[src/rtl/divider.sv]
// Sequential 32-bit restoring divider for the execute stage: one quotient bit per enabled
// clock, unsigned or floor-signed (non-negative remainder), holding the pipeline via stall.
module divider (
    input  logic        clk,
    input  logic        rst,
    input  logic        ce,
    input  logic        run,
    input  logic        u,
    input  logic [31:0] x,
    input  logic [31:0] y,
    output logic        stall,
    output logic [31:0] quot,
    output logic [31:0] rem
);

    localparam logic [5:0] LAST_STEP = 6'd33;

    logic [5:0]  s;
    logic [63:0] rq;
    logic        sign;
    logic [31:0] x0;
    logic [32:0] w0;
    logic [31:0] r_mag;
    logic [31:0] q_mag;

    always_comb begin
        sign  = u & x[31];
        x0    = sign ? (~x + 32'd1) : x;
        w0    = {1'b0, rq[62:31]} - {1'b0, y};
        stall = run & (s != LAST_STEP);
        r_mag = rq[63:32];
        q_mag = rq[31:0];
    end

    always_ff @(posedge clk or negedge rst) begin
        if (!rst) begin
            s  <= 6'd0;
            rq <= 64'd0;
        end else if (ce) begin
            if (run) begin
                if (s == 6'd0) begin
                    rq <= {32'd0, x0};
                end else if (s != LAST_STEP) begin
                    // w0[32] is the borrow: set means the trial subtraction failed
                    if (w0[32])
                        rq <= {rq[62:0], 1'b0};
                    else
                        rq <= {w0[31:0], rq[30:0], 1'b1};
                end
                if (s != LAST_STEP)
                    s <= s + 6'd1;
            end else begin
                s <= 6'd0;
            end
        end
    end

    // Negative dividend: floor correction turns (q', r') into (-q'-1, y-r') unless exact
    always_comb begin
        quot = q_mag;
        rem  = r_mag;
        if (sign) begin
            if (r_mag == 32'd0) begin
                quot = ~q_mag + 32'd1;
                rem  = 32'd0;
            end else begin
                quot = ~q_mag;
                rem  = y - r_mag;
            end
        end
    end

endmodule

[config.mk]
export PLATFORM = sky130hd
export DESIGN_NAME = divider
export DESIGN_NICKNAME = d
export VERILOG_FILES = /design/src/rtl/divider.sv
export SDC_FILE = /design/constraint.sdc
export NUM_CORES = 1
export LEC_CHECK = 0
export BUFFER_PORTS_ARGS = -buffer_cell sky130_fd_sc_hd__clkbuf_2
export CAP_MARGIN = 30
export CELL_PAD_IN_SITES_DETAIL_PLACEMENT = 0
export CELL_PAD_IN_SITES_GLOBAL_PLACEMENT = 1
export CORE_UTILIZATION = 40
export CTS_CLUSTER_SIZE = 25
export DETAILED_ROUTE_END_ITERATION = 7
export PLACE_DENSITY_LB_ADDON = 0.1
export SLEW_MARGIN = 20
export SYNTH_ARGS = -nofsm -noshare
export SYNTH_HDL_FRONTEND = slang
export SYNTH_SLANG_ARGS = --single-unit
[constraint.sdc]
create_clock -name clk -period 7.49 [get_ports clk]
set_clock_uncertainty 0.1 [all_clocks]
set_input_delay 0.3745 -clock clk [delete_from_list [all_inputs] [get_ports clk]]
set_output_delay 0.3745 -clock clk [all_outputs]
set_load 0.1 [all_outputs]
==> reports/qor.yml <==
antenna_left: 0
hold_path.class: "in2reg"
start_util_pct: 41.1
synth_most_common_cell: "a21oi_1"
die_x_um: 144
outcome: "finished clean"
worstPathRequired_ps: 7020
antenna_found_initial: 0
synth.avg_cell_area_sq_um: 7.42
grt_max_degree: 69
first_global_vias: 7994
die_h_um: 144
wl_met2_um: 11200
insertion_delay_ps: 340
yosys_register_bits: 70
die_area_sq_um: 20800
grt_pass1_wl_um: 40200
core_area_sq_um: 19700
synth_area_sq_um: 8070
synthArstFlopShare_pct: 100
vdd_drop_max_mv: 0.238
crit_type: "reg2out"
drt_iter0_drc: 452
rsz0062_at_grt: "no"
fill_cells: 2086
pin_count: 134
fmax_mhz: 211
syn2layout_area_growth_pct: 15.8
postCtsSetupBuffers: 0
ys_top_cells_by_count: "a21oi_1, nand2_1, inv_1, o21ai_0, nor2_1"
via_per_inst: 5.56
placed_area_sq_um: 9000
wirelength_um: 24800
design_area_sq_um: 9350
root_buffer: "clkbuf_16"
powerDensity_nw_per_um2: 287
drc: 0
wl_per_cell_um: 16.9
synth_top_area_share_pct: 21.7
min_period_ps: 4750
critPathCaptureType: "output pin"
slew_headroom_pct: 36.5
ys.flop_type: "dfrtp_1"
yosys.area.top_type: "dfrtp_1"
num_rows: 51
grtUsageTotal_pct: 24.7
wl_met3_um: 886
path_clk_slew_ps: 60
fin_tns_setup_ps: 0
top_layer: "met4"
hold_violations: 0
yosysWarnings: 0
overflow: 0
critical_path_arrival_ps: 4270
synth_edf_count: 0
ys_types: 60
path_max_fanout: 5
cts.sinks: 70
setup.worst_path.start_class: "register"
nets: 1336
portBuffers: 133
finalCritPeriodShare_pct: 63.4
ys_seq_area_share_pct: 21.7
p_leak_nw: 4.27
drive_gt1_share_pct: 14.6
hpwl_um: 18800
cts_tree: "built"
final_max_slew_viol_count: 0
synthTopCellsByArea: "dfrtp_1, ha_1, a21oi_1, xnor2_1, o21ai_0"
vias: 8145
synth.net_count: 1228
htreeDepth: 3
diodes: 0
tightest_slew_ps: 940
first_pass_iters: 5
syn_inst: 1088
final-setup-viol-count: 0
maxCapViolCount: 0
place_congestion: 0.916
drt-met1-wl_um: 12100
dp_worst_setup_slack_ps: 3110
numCtsBuffers: 9
setup_slack_ps: 2740
clockBufferDepth: 2
[logic make-up after synthesis]
| logic type | Yosys count | synth area share [%] |
|---|---|---|
| AND/OR/NAND/NOR | 303 | 17.6 |
| XOR/XNOR | 109 | 11.8 |
| flip-flops | 70 | 21.7 |
| multiplexers | 25 | 3.11 |
| adder cells (fa/ha/maj) | 71 | 11.2 |
| buffers and inverters | 143 | 6.88 |
| AO/OA/AOI/OAI | 367 | 27.7 |
[placed cells by master (no fill, tap or decap), types with 9 or more instances in the layout]
cell	synthesis	layout
nand2_1	103	101
clkbuf_16	0	9
xor2_1	51	51
xnor2_1	58	58
nor2_1	76	75
o22ai_1	43	43
dfrtp_1	70	70
nand4_1	11	11
a31oi_1	11	11
ha_1	69	69
nand3_1	20	19
nor4_1	16	16
nand2b_1	15	15
o31ai_1	18	18
a21oi_1	116	116
nor3_1	21	21
or3_1	15	15
inv_1	96	96
o21ai_0	91	91
a21o_1	31	31
mux2i_1	24	24
clkbuf_2	0	132
[sequential cells by signal (all words and copies together), names as in the netlist]
| signal | count |
|---|---|
| rq | 64 |
| s | 6 |
[critical path: stages (launching register included)]
cell      delay [ps]
dfrtp_1          450
nor4_1           520
nand4_1          170
nor2_1           220
nor4b_1          660
nand3_1          280
nor3_1           610
a21oi_1          190
xnor2_1          300
clkbuf_2         520
[worst paths after layout]
kind | from | endpoint | slack, ps | cells past startpoint
max in group asynchronous | rst | rq[29] | 6350 | 3
max | rq[55] | quot[31] | 2740 | 9
min reg2reg | s[4] | s[4] | 440 | 1
max reg2reg | rq[31] | rq[52] | 3460 | 13
min | ce | s[3] | 190 | 2
min in group asynchronous | rst | s[2] | 370 | 2
[per-layer routing]
metal / GRT usage (%) / vias to the layer above
met5: 0 / -
met4: 7.33 / 0
met1: 33.7 / 3799
li1: - / 4143
met2: 40.8 / 174
met3: 2.55 / 29
[final cells by class]
| type | count | area [sq um] | area share, % |
|---|---|---|---|
| clock inverters | 6 | 93.8 | 1.00 |
| repair buffers | 143 | 786 | 8.41 |
| well taps | 265 | 332 | 3.55 |
| flip-flops and latches | 70 | 1750 | 18.7 |
| clock buffers | 10 | 239 | 2.56 |
| inverters | 97 | 364 | 3.90 |
| multi-input cells | 875 | 5780 | 61.9 |
[repair_timing]
| action | 4_1_cts | 5_1_grt |
|---|---|---|
| hold buffers | 1 | 0 |
| endpoints found under the hold margin | 21 | 0 |
| gates resized for setup | 0 | 0 |
[through the flow]
stage	power, mW	utilization (%)	hold slack (ps)	instances
after floorplan	1.86	-	-21.1	1088
after global placement	2.20	45.5	423	1447
after detailed placement	2.20	45.8	205	1449
after CTS	2.70	47.6	181	1466
after global routing	2.83	47.6	193	1466
final	2.68	47.6	191	1466
[report_power, final]
group          total, mW  internal (mW)  switching [mW]
Sequential         0.537          0.442          0.0957
Clock              0.487          0.303           0.184
Combinational       1.66          0.359            1.30
Total               2.68           1.10            1.58
Note: power is estimated with default switching activity, not from simulation.
